## config.mk

```make
export PLATFORM = sky130hd
export DESIGN_NAME = change_dispenser_flat
export DESIGN_NICKNAME = d
export VERILOG_FILES = /design/src/rtl/change_dispenser_if.sv /design/src/rtl/change_dispenser.sv /design/src/flat_wrapper.sv
export SDC_FILE = /design/constraint.sdc
export NUM_CORES = 1
export LEC_CHECK = 0
export ABC_AREA = 1
export BUFFER_PORTS_ARGS = -buffer_cell sky130_fd_sc_hd__buf_2
export CORE_UTILIZATION = 51
export CTS_CLUSTER_SIZE = 40
export DETAILED_ROUTE_END_ITERATION = 7
export PLACE_DENSITY = 0.76
export SETUP_SLACK_MARGIN = 0.02
export SLEW_MARGIN = 20
export SYNTH_ARGS = -nofsm -noshare
export SYNTH_HDL_FRONTEND = slang
export SYNTH_SLANG_ARGS = --single-unit
```

## constraint.sdc

```tcl
create_clock -name clk -period 2.4 [get_ports clk]
set_input_delay 0.72 -clock clk [delete_from_list [all_inputs] [get_ports clk]]
set_output_delay 0.72 -clock clk [all_outputs]
set_load 0.05 [all_outputs]
```

## src/rtl/change_dispenser_if.sv

```systemverilog
// Request/payout interface of the change dispenser. The master side issues
// change requests and refills; the slave side reports coins, status and
// the current inventory.
interface change_dispenser_if;
  logic       change_valid;
  logic [7:0] change_amount;
  logic       change_ready;
  logic       refill;
  logic       coin_valid;
  logic [1:0] coin_code;
  logic       done;
  logic       fault;
  logic [7:0] shortfall;
  logic [5:0] inv_1;
  logic [5:0] inv_5;
  logic [5:0] inv_10;
  logic [5:0] inv_50;

  modport master (
    output change_valid, change_amount, refill,
    input  change_ready, coin_valid, coin_code, done, fault, shortfall,
    input  inv_1, inv_5, inv_10, inv_50
  );

  modport slave (
    input  change_valid, change_amount, refill,
    output change_ready, coin_valid, coin_code, done, fault, shortfall,
    output inv_1, inv_5, inv_10, inv_50
  );
endinterface

```

## src/rtl/change_dispenser.sv

```systemverilog
// Greedy coin-change dispenser: pays an accepted amount one coin per cycle,
// largest available denomination first, and aborts with a shortfall when
// the remaining inventory cannot complete the payout.
//
// state    | meaning
// ---------+------------------------------------------------------------
// IDLE     | ready for a request; refill is honoured here only
// DISPENSE | one coin per cycle while a coin fits; no coin -> FAULT
// DONE     | one-cycle done pulse, then IDLE
// FAULT    | one-cycle fault pulse, shortfall holds the unpaid amount
//
// Every output comes straight from a flop. The coin for a DISPENSE cycle is
// chosen one edge early from the next remaining/inventory values, so the
// registered coin_code_q is also the coin being paid in the current cycle.
module change_dispenser #(
  parameter int unsigned INIT_COUNT = 20
) (
  input logic          clk,
  input logic          reset,
  change_dispenser_if.slave dif
);

  localparam logic [5:0] INIT = 6'(INIT_COUNT);

  typedef enum logic [1:0] {IDLE, DISPENSE, DONE, FAULT} state_t;

  state_t     state_q, state_d;
  logic [7:0] remaining_q, remaining_d;
  logic [7:0] shortfall_q, shortfall_d;
  logic [5:0] inv1_q, inv1_d, inv5_q, inv5_d, inv10_q, inv10_d, inv50_q, inv50_d;
  logic       coin_valid_q, coin_valid_d;
  logic [1:0] coin_code_q, coin_code_d;
  logic       done_q, done_d, fault_q, fault_d, ready_q, ready_d;
  logic       accept;
  logic [2:0] sel;

  // {valid, code} of the largest coin that fits rem and is in stock
  function automatic logic [2:0] pick(input logic [7:0] rem, input logic [5:0] n1,
                                      input logic [5:0] n5, input logic [5:0] n10,
                                      input logic [5:0] n50);
    if (rem >= 8'd50 && n50 != 6'd0)      return 3'b111;
    else if (rem >= 8'd10 && n10 != 6'd0) return 3'b110;
    else if (rem >= 8'd5 && n5 != 6'd0)   return 3'b101;
    else if (rem >= 8'd1 && n1 != 6'd0)   return 3'b100;
    else                                  return 3'b000;
  endfunction

  function automatic logic [7:0] denom(input logic [1:0] code);
    case (code)
      2'd0:    return 8'd1;
      2'd1:    return 8'd5;
      2'd2:    return 8'd10;
      default: return 8'd50;
    endcase
  endfunction

  assign accept = (state_q == IDLE) && ready_q && dif.change_valid;

  // State register
  always_ff @(posedge clk or negedge reset) begin
    if (!reset) state_q <= IDLE;
    else        state_q <= state_d;
  end

  // Next-state logic
  always_comb begin
    state_d = state_q;
    case (state_q)
      IDLE: begin
        if (accept) state_d = (dif.change_amount == 8'd0) ? DONE : DISPENSE;
      end
      DISPENSE: begin
        if (!coin_valid_q)                              state_d = FAULT;
        else if (remaining_q == denom(coin_code_q))     state_d = DONE;
        else                                            state_d = DISPENSE;
      end
      default: state_d = IDLE;
    endcase
  end

  // Datapath: remaining amount, inventories and shortfall
  always_comb begin
    remaining_d = remaining_q;
    shortfall_d = shortfall_q;
    inv1_d      = inv1_q;
    inv5_d      = inv5_q;
    inv10_d     = inv10_q;
    inv50_d     = inv50_q;
    case (state_q)
      IDLE: begin
        if (dif.refill) begin
          inv1_d  = INIT;
          inv5_d  = INIT;
          inv10_d = INIT;
          inv50_d = INIT;
        end
        if (accept) begin
          remaining_d = dif.change_amount;
          shortfall_d = 8'd0;
        end
      end
      DISPENSE: begin
        if (coin_valid_q) begin
          remaining_d = remaining_q - denom(coin_code_q);
          case (coin_code_q)
            2'd0:    inv1_d  = inv1_q - 6'd1;
            2'd1:    inv5_d  = inv5_q - 6'd1;
            2'd2:    inv10_d = inv10_q - 6'd1;
            default: inv50_d = inv50_q - 6'd1;
          endcase
        end else begin
          shortfall_d = remaining_q;
        end
      end
      default: ;
    endcase
  end

  // Output logic: registered outputs derived from the upcoming state
  always_comb begin
    sel          = pick(remaining_d, inv1_d, inv5_d, inv10_d, inv50_d);
    coin_valid_d = (state_d == DISPENSE) && sel[2];
    coin_code_d  = coin_valid_d ? sel[1:0] : 2'd0;
    done_d       = (state_d == DONE);
    fault_d      = (state_d == FAULT);
    ready_d      = (state_d == IDLE);
  end

  // Datapath and output registers
  always_ff @(posedge clk or negedge reset) begin
    if (!reset) begin
      remaining_q  <= 8'd0;
      shortfall_q  <= 8'd0;
      inv1_q       <= INIT;
      inv5_q       <= INIT;
      inv10_q      <= INIT;
      inv50_q      <= INIT;
      coin_valid_q <= 1'b0;
      coin_code_q  <= 2'd0;
      done_q       <= 1'b0;
      fault_q      <= 1'b0;
      ready_q      <= 1'b1;
    end else begin
      remaining_q  <= remaining_d;
      shortfall_q  <= shortfall_d;
      inv1_q       <= inv1_d;
      inv5_q       <= inv5_d;
      inv10_q      <= inv10_d;
      inv50_q      <= inv50_d;
      coin_valid_q <= coin_valid_d;
      coin_code_q  <= coin_code_d;
      done_q       <= done_d;
      fault_q      <= fault_d;
      ready_q      <= ready_d;
    end
  end

  assign dif.change_ready = ready_q;
  assign dif.coin_valid   = coin_valid_q;
  assign dif.coin_code    = coin_code_q;
  assign dif.done         = done_q;
  assign dif.fault        = fault_q;
  assign dif.shortfall    = shortfall_q;
  assign dif.inv_1        = inv1_q;
  assign dif.inv_5        = inv5_q;
  assign dif.inv_10       = inv10_q;
  assign dif.inv_50       = inv50_q;

endmodule

```

## src/flat_wrapper.sv

```systemverilog
// flat-port wrapper written by rule: the top's interface ports become plain ports
module change_dispenser_flat 
#(
  parameter int unsigned INIT_COUNT = 20
)
  (clk, reset, dif_change_valid, dif_change_amount, dif_refill, dif_change_ready, dif_coin_valid, dif_coin_code, dif_done, dif_fault, dif_shortfall, dif_inv_1, dif_inv_5, dif_inv_10, dif_inv_50);
  change_dispenser_if dif_i ();
  input logic clk;
  input logic reset;
  input wire logic [$bits(dif_i.change_valid)-1:0] dif_change_valid;
  input wire logic [$bits(dif_i.change_amount)-1:0] dif_change_amount;
  input wire logic [$bits(dif_i.refill)-1:0] dif_refill;
  output wire logic [$bits(dif_i.change_ready)-1:0] dif_change_ready;
  output wire logic [$bits(dif_i.coin_valid)-1:0] dif_coin_valid;
  output wire logic [$bits(dif_i.coin_code)-1:0] dif_coin_code;
  output wire logic [$bits(dif_i.done)-1:0] dif_done;
  output wire logic [$bits(dif_i.fault)-1:0] dif_fault;
  output wire logic [$bits(dif_i.shortfall)-1:0] dif_shortfall;
  output wire logic [$bits(dif_i.inv_1)-1:0] dif_inv_1;
  output wire logic [$bits(dif_i.inv_5)-1:0] dif_inv_5;
  output wire logic [$bits(dif_i.inv_10)-1:0] dif_inv_10;
  output wire logic [$bits(dif_i.inv_50)-1:0] dif_inv_50;
  assign dif_i.change_valid = dif_change_valid;
  assign dif_i.change_amount = dif_change_amount;
  assign dif_i.refill = dif_refill;
  assign dif_change_ready = dif_i.change_ready;
  assign dif_coin_valid = dif_i.coin_valid;
  assign dif_coin_code = dif_i.coin_code;
  assign dif_done = dif_i.done;
  assign dif_fault = dif_i.fault;
  assign dif_shortfall = dif_i.shortfall;
  assign dif_inv_1 = dif_i.inv_1;
  assign dif_inv_5 = dif_i.inv_5;
  assign dif_inv_10 = dif_i.inv_10;
  assign dif_inv_50 = dif_i.inv_50;
  change_dispenser #(.INIT_COUNT(INIT_COUNT)) u_core (.clk(clk), .reset(reset), .dif(dif_i));
endmodule
```

==> impl_metrics.toml <==
[run_status]
status = "finished with violations"
violations = "negative setup slack"

[clocking]
numCtsBuffers = 5
clock_latency_ps = 310
cts_tree = "done"
cts_buffer_depth = 2
cts.clk_slew.worst_paths_ps = 90
ctsHtreeMaxLevel = 2
cts-root-buf = "clkbuf_8"
cts_num_sinks = 48
holdBufCountCts = 0

[sta]
worst_slack_ps = -55.5
setup-tns-final_ps = -55.5
maxSlewViolCount = 0
timing.hold.ws_ps = 295
skew_ps = 11.2
fin_crit_ps = 2460
finalHoldViolCount = 0
rsz0062_at_grt = "true"
post-route-period-util = 1.02
maxSlewHeadroom = 0.701
setup_viol = 1
max_freq_ghz = 0.407
worst_pin_slew_ps = 446

[yosys]
syn_inst = 384
synth_fp_nets = 408
yosys_register_bits = 48
synth.avg_cell_area_um2 = 7.58
synth_warnings = 0
synth.distinct_cells = 38
syn_area_um2 = 2910
synth_seq_area_share = 0.417

[route]
totalWireLength_um = 7740
drcViolationCount = 0
dr.pass1.iters = 7
drt_iter0_markers = 320
antenna_left = 0
vias = 2892
post_drt_wl_per_cell_um = 14.6
via_per_inst = 5.47

[critical_path]
worstSetupPathType = "reg2reg"
cp_max_fo = 5
required_ps = 2610
worst_ep_arrival_time_ps = 2670
end_kind = "flip-flop"
startpoint_type = "flip-flop"

[floorplanning]
io_pins = 50
rows = 27
die_h_um = 77.5
start_util = 0.528
coreArea_um2 = 5510
fp.dieW_um = 77.5
die-area_um2 = 6010

[finish]
fillerInstances = 471
final_cell_area_um2 = 3630
syn2layout_area_growth_pct = 24.6
multi_input_area_um2 = 1550
layout_common_cells = "72 x nand2_1, 62 x inv_1, 49 x buf_2"
seqCellArea_um2 = 1210
mostFrequentLayoutCell = "nand2_1"
drive_gt1_frac = 0.304
num_antenna_cells = 0
fin_nets = 480

[place]
preCtsSetupSlack_ps = -55.1
gp_congestion = 0.955
io_buffers = 49
placed_area_um2 = 3330
dp.final_hpwl_um = 5540

[global_route]
grt_use_total = 0.267
grt_pass1_wl_um = 12600
antenna_found_initial = 0
grt_pass1_vias = 2734
grt_start_max_net_pins = 19
gr-total-overflow = 0

[min_path]
hp-class = "in2async"

[flow_run]
maxCapViolations = 0
registers in the layout, summed over array words and instances, names as in the netlist, 2 cells and up:
register              cells
u_core.dif.coin_code      2
u_core.dif.inv_1          6
u_core.dif.inv_10         6
u_core.dif.inv_5          6
u_core.dif.inv_50         6
u_core.dif.shortfall      8
u_core.remaining_q        8
u_core.state_q            2
repair_timing:
| item | 4_1_cts | 5_1_grt |
|---|---|---|
| pin swaps | 3 | 12 |
| buffers inserted | 1 | 5 |
| gates resized for setup | 5 | 28 |
| setup endpoints to repair | 3 | 3 |
cell type report:
class,count,share of cell area
clock buffers,8,0.0248
repair buffers,70,0.111
inverters,73,0.0763
well taps,72,0.0248
multi-input cells,258,0.428
flip-flops and latches,48,0.335
per-stage QoR:
| stage | util | std cells |
|---|---|---|
| CTS | 0.629 | 524 |
| floorplan | - | 384 |
| detailed placement | 0.605 | 515 |
| global placement | 0.605 | 515 |
| global route | 0.658 | 529 |
| finish | 0.658 | 529 |
Yosys cell counts:
cell	number	area (µm²)
nor2_1	29	109
nand4_1	11	68.8
or2_1	1	6.26
inv_1	67	251
nand3_1	35	175
o21ai_0	32	160
clkinv_1	2	7.51
fa_1	1	20.0
nor2_8	1	20.0
and3_1	1	6.26
nand2_1	77	289
a22oi_1	1	7.51
nor3_4	1	16.3
o21a_1	1	7.51
buf_4	1	7.51
a211oi_1	1	7.51
nor2_4	3	33.8
a31o_2	1	8.76
ha_1	11	138
nor4_1	3	18.8
or2_0	1	6.26
inv_2	4	15.0
o31ai_1	1	7.51
nor2_2	3	18.8
o22ai_1	1	6.26
nor3_2	1	10.0
dfrtp_1	39	976
a21oi_1	10	50.1
mux2_2	1	11.3
o22a_1	5	43.8
o211ai_1	4	30.0
nor3_1	3	15.0
dfstp_2	9	236
a21oi_2	1	8.76
o21ai_1	9	45.0
buf_2	4	20.0
nand2_2	7	43.8
and2_1	1	6.26
worst paths after layout:
check	from	slack, ps	endpoint	cells after the start
setup / recovery	u_core.dif.coin_code[1]$_DFF_PN0_	-60	u_core.dif.coin_code[0]$_DFF_PN0_	18
hold / removal	reset	290	u_core.dif.coin_valid$_DFF_PN0_	1
setup reg to reg	u_core.dif.coin_code[1]$_DFF_PN0_	-60	u_core.dif.coin_code[0]$_DFF_PN0_	18
hold reg to reg	u_core.dif.shortfall[6]$_DFFE_PN0P_	490	u_core.dif.shortfall[6]$_DFFE_PN0P_	1
max in group asynchronous	reset	1520	u_core.dif.inv_50[2]$_DFF_PN1_	2
min in group clk	u_core.dif.shortfall[6]$_DFFE_PN0P_	490	u_core.dif.shortfall[6]$_DFFE_PN0P_	1
critical path, cell delays in order, from the launching register on:
cell and delay (ps):
dfrtp_2 460, inv_4 100, ha_4 130, inv_2 30
fa_2 430, inv_2 60, nand2_2 30, o211ai_1 120
nand3_2 170, nor2_1 120, nand4_1 130, nor2_1 140
nand3_1 80, nand2_1 70, nand2_1 50, nand2_1 70
nand2_2 60, nand2_1 50, inv_1 30
layer usage:
| layer | vias up | routed length (µm) | global-route usage |
|---|---|---|---|
| li1 | 1395 | - | - |
| met3 | 28 | 398 | 0.0318 |
| met5 | - | 0 | 0 |
| met4 | 0 | 236 | 0.104 |
| met1 | 1371 | 3490 | 0.359 |
| met2 | 98 | 3620 | 0.438 |
cells by family after synthesis:
logic type	share of synthesized area
fa+ha+maj	0.0542
flops	0.417
simple gates	0.290
buf+inv	0.104
compound gates	0.132
mux	0.00387
Power is not shown: default switching activity piles up to over one toggle a cycle in this logic, so the estimate is an artifact.
